<file path="config.mk">
export PLATFORM = sky130hd
export DESIGN_NAME = move_encoder_flat
export DESIGN_NICKNAME = d
export VERILOG_FILES = /design/src/rtl/move_encoder_if.sv /design/src/rtl/move_encoder.sv /design/src/flat_wrapper.sv
export SDC_FILE = /design/constraint.sdc
export NUM_CORES = 1
export LEC_CHECK = 0
export ABC_AREA = 1
export BUFFER_PORTS_ARGS = -buffer_cell sky130_fd_sc_hd__buf_4
export CAP_MARGIN = 25
export CELL_PAD_IN_SITES_DETAIL_PLACEMENT = 0
export CELL_PAD_IN_SITES_GLOBAL_PLACEMENT = 1
export CORE_ASPECT_RATIO = 1.5
export CORE_MARGIN = 3
export CORE_UTILIZATION = 35
export CTS_BUF_LIST = sky130_fd_sc_hd__clkbuf_2 sky130_fd_sc_hd__clkbuf_4 sky130_fd_sc_hd__clkbuf_8
export DETAILED_ROUTE_END_ITERATION = 6
export PLACE_DENSITY_LB_ADDON = 0.3
export SLEW_MARGIN = 30
export SYNTH_ARGS = -nofsm -noshare
export SYNTH_HDL_FRONTEND = slang
export SYNTH_SLANG_ARGS = --single-unit
export TNS_END_PERCENT = 100
</file>
<file path="constraint.sdc">
create_clock -name clk25m -period 4.6 [get_ports clk25m]
set_input_delay 0 -clock clk25m [delete_from_list [all_inputs] [get_ports clk25m]]
set_output_delay 0 -clock clk25m [all_outputs]
set_load 0.02 [all_outputs]
</file>
<file path="src/rtl/move_encoder_if.sv">
// Button/movement bus between the board buttons and move_encoder.
// slave is the encoder side; master is whatever drives the buttons.
interface move_encoder_if;
    logic [4:0] bt;
    logic [2:0] dmov;
    logic       step;
    logic [4:0] btdb;

    modport master (output bt, input dmov, step, btdb);
    modport slave  (input bt, output dmov, step, btdb);
endinterface

</file>
<file path="src/rtl/move_encoder.sv">
// Push-button conditioning for vgacontroller: sync + debounce, priority encode to dmov, step strobe.
// Optional build macro MOVE_AUTOREPEAT_EN adds timed auto-repeat of step while a move is held.

module move_debounce #(
    parameter int DB_CYCLES = 250000
) (
    input  logic clk25m,
    input  logic rst,
    input  logic din,
    output logic dout
);
    localparam logic [23:0] DB_M1 = 24'(DB_CYCLES - 1);

    logic        s1, s2;
    logic [23:0] cnt;

    always_ff @(posedge clk25m or posedge rst) begin
        if (rst) begin
            s1   <= 1'b0;
            s2   <= 1'b0;
            cnt  <= '0;
            dout <= 1'b0;
        end else begin
            s1 <= din;
            s2 <= s1;
            // counter only advances while the input disagrees with the accepted level
            if (s2 == dout) begin
                cnt <= '0;
            end else if (cnt == DB_M1) begin
                dout <= ~dout;
                cnt  <= '0;
            end else begin
                cnt <= cnt + 24'd1;
            end
        end
    end
endmodule

module move_encoder #(
    parameter int DB_CYCLES  = 250000,
    parameter int REP_DELAY  = 12500000,
    parameter int REP_PERIOD = 2500000
) (
    input  logic          clk25m,
    input  logic          rst,
    move_encoder_if.slave bus
);
    localparam int NUM_BTN = 5;
    localparam logic [2:0] C_IDLE  = 3'b000;
    localparam logic [2:0] C_UP    = 3'b001;
    localparam logic [2:0] C_DOWN  = 3'b010;
    localparam logic [2:0] C_LEFT  = 3'b011;
    localparam logic [2:0] C_RIGHT = 3'b100;
    localparam logic [2:0] C_FIRE  = 3'b101;

`ifdef MOVE_AUTOREPEAT_EN
    typedef enum logic [1:0] {IDLE, DELAY, REPEAT} st_t;
    localparam logic [23:0] RD_M1 = 24'(REP_DELAY - 1);
    localparam logic [23:0] RP_M1 = 24'(REP_PERIOD - 1);
    logic [23:0] timer, ntimer;
`else
    typedef enum logic [1:0] {IDLE, DELAY} st_t;
`endif

    st_t                state, nstate;
    logic [NUM_BTN-1:0] btdb;
    logic [2:0]         code;
    logic [2:0]         dmov_r;
    logic               step_r;
    logic               pulse;

    for (genvar i = 0; i < NUM_BTN; i++) begin : g_db
        move_debounce #(.DB_CYCLES(DB_CYCLES)) u_db (
            .clk25m (clk25m),
            .rst    (rst),
            .din    (bus.bt[i]),
            .dout   (btdb[i])
        );
    end

    always_comb begin
        code = C_IDLE;
        if      (btdb[4]) code = C_FIRE;
        else if (btdb[0]) code = C_UP;
        else if (btdb[1]) code = C_DOWN;
        else if (btdb[2]) code = C_LEFT;
        else if (btdb[3]) code = C_RIGHT;
    end

    // dmov_r holds last cycle's code, so code != dmov_r marks a change
    always_comb begin
        nstate = state;
        pulse  = 1'b0;
`ifdef MOVE_AUTOREPEAT_EN
        ntimer = timer;
`endif
        if (code == C_IDLE) begin
            nstate = IDLE;
`ifdef MOVE_AUTOREPEAT_EN
            ntimer = '0;
`endif
        end else if (state == IDLE || code != dmov_r) begin
            pulse  = 1'b1;
            nstate = DELAY;
`ifdef MOVE_AUTOREPEAT_EN
            ntimer = '0;
`endif
        end else begin
`ifdef MOVE_AUTOREPEAT_EN
            case (state)
                DELAY: begin
                    // fire parks here with the timer frozen
                    if (code != C_FIRE) begin
                        if (timer == RD_M1) begin
                            pulse  = 1'b1;
                            nstate = REPEAT;
                            ntimer = '0;
                        end else begin
                            ntimer = timer + 24'd1;
                        end
                    end
                end
                REPEAT: begin
                    if (timer == RP_M1) begin
                        pulse  = 1'b1;
                        ntimer = '0;
                    end else begin
                        ntimer = timer + 24'd1;
                    end
                end
                default: nstate = IDLE;
            endcase
`endif
        end
    end

    always_ff @(posedge clk25m or posedge rst) begin
        if (rst) begin
            state  <= IDLE;
            dmov_r <= C_IDLE;
            step_r <= 1'b0;
`ifdef MOVE_AUTOREPEAT_EN
            timer  <= '0;
`endif
        end else begin
            state  <= nstate;
            dmov_r <= code;
            step_r <= pulse;
`ifdef MOVE_AUTOREPEAT_EN
            timer  <= ntimer;
`endif
        end
    end

    assign bus.dmov = dmov_r;
    assign bus.step = step_r;
    assign bus.btdb = btdb;
endmodule

</file>
<file path="src/flat_wrapper.sv">
// flat-port wrapper written by rule: the top's interface ports become plain ports
module move_encoder_flat 
#(
    parameter int DB_CYCLES  = 250000,
    parameter int REP_DELAY  = 12500000,
    parameter int REP_PERIOD = 2500000
)
  (clk25m, rst, bus_bt, bus_dmov, bus_step, bus_btdb);
  move_encoder_if bus_i ();
  input  logic clk25m;
  input  logic rst;
  input wire logic [$bits(bus_i.bt)-1:0] bus_bt;
  output wire logic [$bits(bus_i.dmov)-1:0] bus_dmov;
  output wire logic [$bits(bus_i.step)-1:0] bus_step;
  output wire logic [$bits(bus_i.btdb)-1:0] bus_btdb;
  assign bus_i.bt = bus_bt;
  assign bus_dmov = bus_i.dmov;
  assign bus_step = bus_i.step;
  assign bus_btdb = bus_i.btdb;
  move_encoder #(.DB_CYCLES(DB_CYCLES), .REP_DELAY(REP_DELAY), .REP_PERIOD(REP_PERIOD)) u_core (.clk25m(clk25m), .rst(rst), .bus(bus_i));
endmodule
</file>
==> qor.yml <==
outcome:
  status: "finished clean"
cells_and_area:
  final.fill_count: 2256
  finalNetCount: 1090
  ant_diodes: 0
  layout_area_overhead_pct: 10.7
  commonest_non_fill_non_tap_cell_in_the_layout: "sky130_fd_sc_hd__nor2_1"
  mostFrequentLayoutCells: "sky130_fd_sc_hd__nor2_1, sky130_fd_sc_hd__nand2_1, sky130_fd_sc_hd__dfrtp_1"
  drive_gt1_share_pct: 9.07
sta:
  tightest_slew_ps: 782
  min_period_ps: 1650
  max_slew_margin_pct: 47.8
  setup_repair_after_global_routing_missed_its_margin: "false"
  worst_clock_skew_ps: 7.61
  report.final.hold_viol_count: 0
  fin_setup_tns_ps: 0
  final.period_utilization_pct: 35.8
  setup_viol: 0
  clock.fmax_ghz: 0.607
  final_max_slew_viol_count: 0
detailed_routing:
  post_drt_wl_per_cell_um: 13.3
  via_count: 6362
  post_drt_via_cell_ratio: 4.68
  totalWireLength_um: 18000
  firstDrtPassIters: 4
  drtIter0Drc: 264
  antenna_violating_nets_post_route: 0
  drt_drc_violations_left: 0
power:
  cellPowerDensity_nw_per_um2: 265
  total_power_w: 0.00225
  worst_ir_drop_vdd_uv: 168
  total_leakage_power_nw: 3.59
setup_path:
  crit_family: "simple AND/OR/NAND/NOR gates"
  cpPeakStageDelay_ps: 410
  cp_slowest_cell: "sky130_fd_sc_hd__dfrtp_1"
  worst_path_arrival_time_ps: 2010
  critical_path_class: "flop to flop"
  timing.critical_path.required_ps: 4960
  reg2reg_slack_ps: 2950
  path_buf_inv: 1
  crit_fanout: 10
  category_of_the_worst_setup_path_capture_point: "flop"
  critPathLaunchType: "flop"
  critical_path.cell_chain: "ha_1 > nand3_2 > nor2_1 > nand3_1 > nand2_2 > inv_2 > nand2_1 > nor2_2"
clock_network:
  tritoncts.num_buffers: 17
  root_buffer: "sky130_fd_sc_hd__clkbuf_8"
  cts_tree: "built"
  cts.repair_timing.setup_buffer_count: 0
  cts.sinks: 140
  clockBufferDepth: 2
  clkSlewWorstSetupHoldPaths_ps: 80
  post_cts_resize_count: 0
  cts_htree_levels: 4
  clk-insertion-delay-late_ps: 460
floorplanning:
  placeable_area_um2: 21300
  die_w_um: 127
  floorplan_row_count: 65
  dieHeight_um: 187
  initial_cell_density_of_the_core_pct: 36.0
  fp.dieArea_um2: 23800
  io-pin-count: 16
yosys:
  synth.cell_area_um2: 7680
  postSynth.asyncResetShare_pct: 100
  synthDistinctLibCells: 29
  combinational_family_with_the_most_area_after_synthesis: "simple AND/OR/NAND/NOR gates"
  synth-seq-area-share_pct: 45.6
  adder_and_majority_cell_fraction_of_the_synthesized_area_pct: 0.814
  synth_edf_count: 0
  synth_xor_xnor_area_share_pct: 6.84
  synth_seq_cells: 140
  synth-main-ff-cell: "sky130_fd_sc_hd__dfrtp_1"
  post_synth_and_or_nand_nor_area_fraction_pct: 38.9
  postSynthNetCount: 1060
  syn-mean-instance-area_um2: 7.33
  synthesis.yosys.warnings: 0
  synth_compound_area_share_pct: 1.69
  netlist_instances: 1048
  mux_share_of_post_synthesis_cell_area_pct: 0
grt:
  first_global_vias: 6516
  overflow: 0
  global_route_wire_length_before_repair_um: 31200
  grt_antenna_before_repair: 0
  grt_start_max_net_pins: 115
  grt_usage_pct: 16.3
placed_design:
  routabilityCongestion: 0.830
  detailedPlacementHpwl_um: 13400
  numPortBuffers: 15
job:
  timing.max_cap.violations: 0
min_path:
  min_path_type: "primary input to flop"
[what timing repair did]
action,in CTS,in global routing
hold buffers,6,0
hold endpoints to repair,118,0
endpoints found under the setup margin,0,0
[synthesized netlist by cell type (3+ instances only)]
master | instances | area share [%]
sky130_fd_sc_hd__nor2_4 | 6 | 0.88
sky130_fd_sc_hd__dfrtp_1 | 140 | 46
sky130_fd_sc_hd__inv_2 | 7 | 0.34
sky130_fd_sc_hd__o21ai_1 | 3 | 0.20
sky130_fd_sc_hd__o21ai_0 | 9 | 0.59
sky130_fd_sc_hd__inv_1 | 102 | 5.0
sky130_fd_sc_hd__nand2_1 | 255 | 12
sky130_fd_sc_hd__nand3_1 | 75 | 4.9
sky130_fd_sc_hd__buf_2 | 3 | 0.20
sky130_fd_sc_hd__nand4_1 | 13 | 1.1
sky130_fd_sc_hd__nor2_1 | 277 | 14
sky130_fd_sc_hd__nor2_2 | 20 | 1.6
sky130_fd_sc_hd__nor3_1 | 25 | 1.6
sky130_fd_sc_hd__a21oi_1 | 10 | 0.65
sky130_fd_sc_hd__xor2_1 | 41 | 4.7
sky130_fd_sc_hd__clkbuf_1 | 3 | 0.15
sky130_fd_sc_hd__nand2_2 | 8 | 0.65
sky130_fd_sc_hd__buf_4 | 5 | 0.49
sky130_fd_sc_hd__ha_1 | 5 | 0.81
sky130_fd_sc_hd__nand3b_1 | 4 | 0.39
sky130_fd_sc_hd__xnor2_1 | 19 | 2.2
sky130_fd_sc_hd__nor3b_1 | 5 | 0.49
sky130_fd_sc_hd__nand3_2 | 7 | 0.91
[per-layer routing]
| layer | track usage [%] | routed length (um) | vias up |
|---|---|---|---|
| met2 | 28.6 | 9310 | 85 |
| li1 | - | - | 3305 |
| met1 | 19.2 | 7760 | 2941 |
| met5 | 0 | 0 | - |
| met3 | 3.09 | 414 | 31 |
| met4 | 6.77 | 527 | 0 |
[logic make-up after synthesis]
logic type               count (synthesis)
flip-flops                             140
XOR/XNOR                                60
AO/OA/AOI/OAI                           25
AND/OR/NAND/NOR                        698
buffers and inverters                  120
adder cells (fa/ha/maj)                  5
[state kept, by name (all words and copies together) (netlist names)]
register	flops
u_core.g_db.u_db.cnt	120
u_core.state	1
u_core.g_db.u_db.s2	5
u_core.g_db.u_db.dout	5
u_core.bus.dmov	3
u_core.bus.step	1
u_core.g_db.u_db.s1	5
[final timing paths]
check,startpoint,end,cells after the start
worst min-delay path,bus_bt[0],u_core.g_db[0].u_db.s1,2
min in group asynchronous,rst,u_core.bus.dmov[0],3
worst max register to register,u_core.g_db[4].u_db.cnt[0],u_core.g_db[4].u_db.cnt[19],8
max in group asynchronous,rst,u_core.g_db[1].u_db.cnt[18],4
worst min register to register,u_core.g_db[3].u_db.s1,u_core.g_db[3].u_db.s2,0
worst max-delay path,u_core.g_db[4].u_db.cnt[0],u_core.g_db[4].u_db.cnt[19],8
[area by class of cell]
cell class,instances,area [um^2],share of cell area [%]
multi-input cells,788,3700,43.6
flip-flops and latches,140,3500,41.2
inverters,109,417,4.90
well taps,268,335,3.95
clock buffers,20,269,3.17
repair buffers,22,180,2.12
clock inverters,12,90.1,1.06
[stage by stage]
step                cells  setup slack [ps]  hold WS, ps  util (%)  cell area, um^2
finish               1359              2950          196      39.9             8500
global route         1359              2720          162      39.9             8500
detailed placement   1321              2950          110      37.9             8080
floorplan            1048               847         31.4         -             7680
CTS                  1359              2940          151      39.9             8500
global placement     1321              2970          109      37.9             8080
[power breakdown]
part	leakage (nW)	switching, W	internal, W
sequential	1.92	0.0000121	0.00124
clock	0.168	0.000510	0.000410
combinational	1.50	0.0000569	0.0000200
No activity file was read; power rests on OpenSTA's default activity.
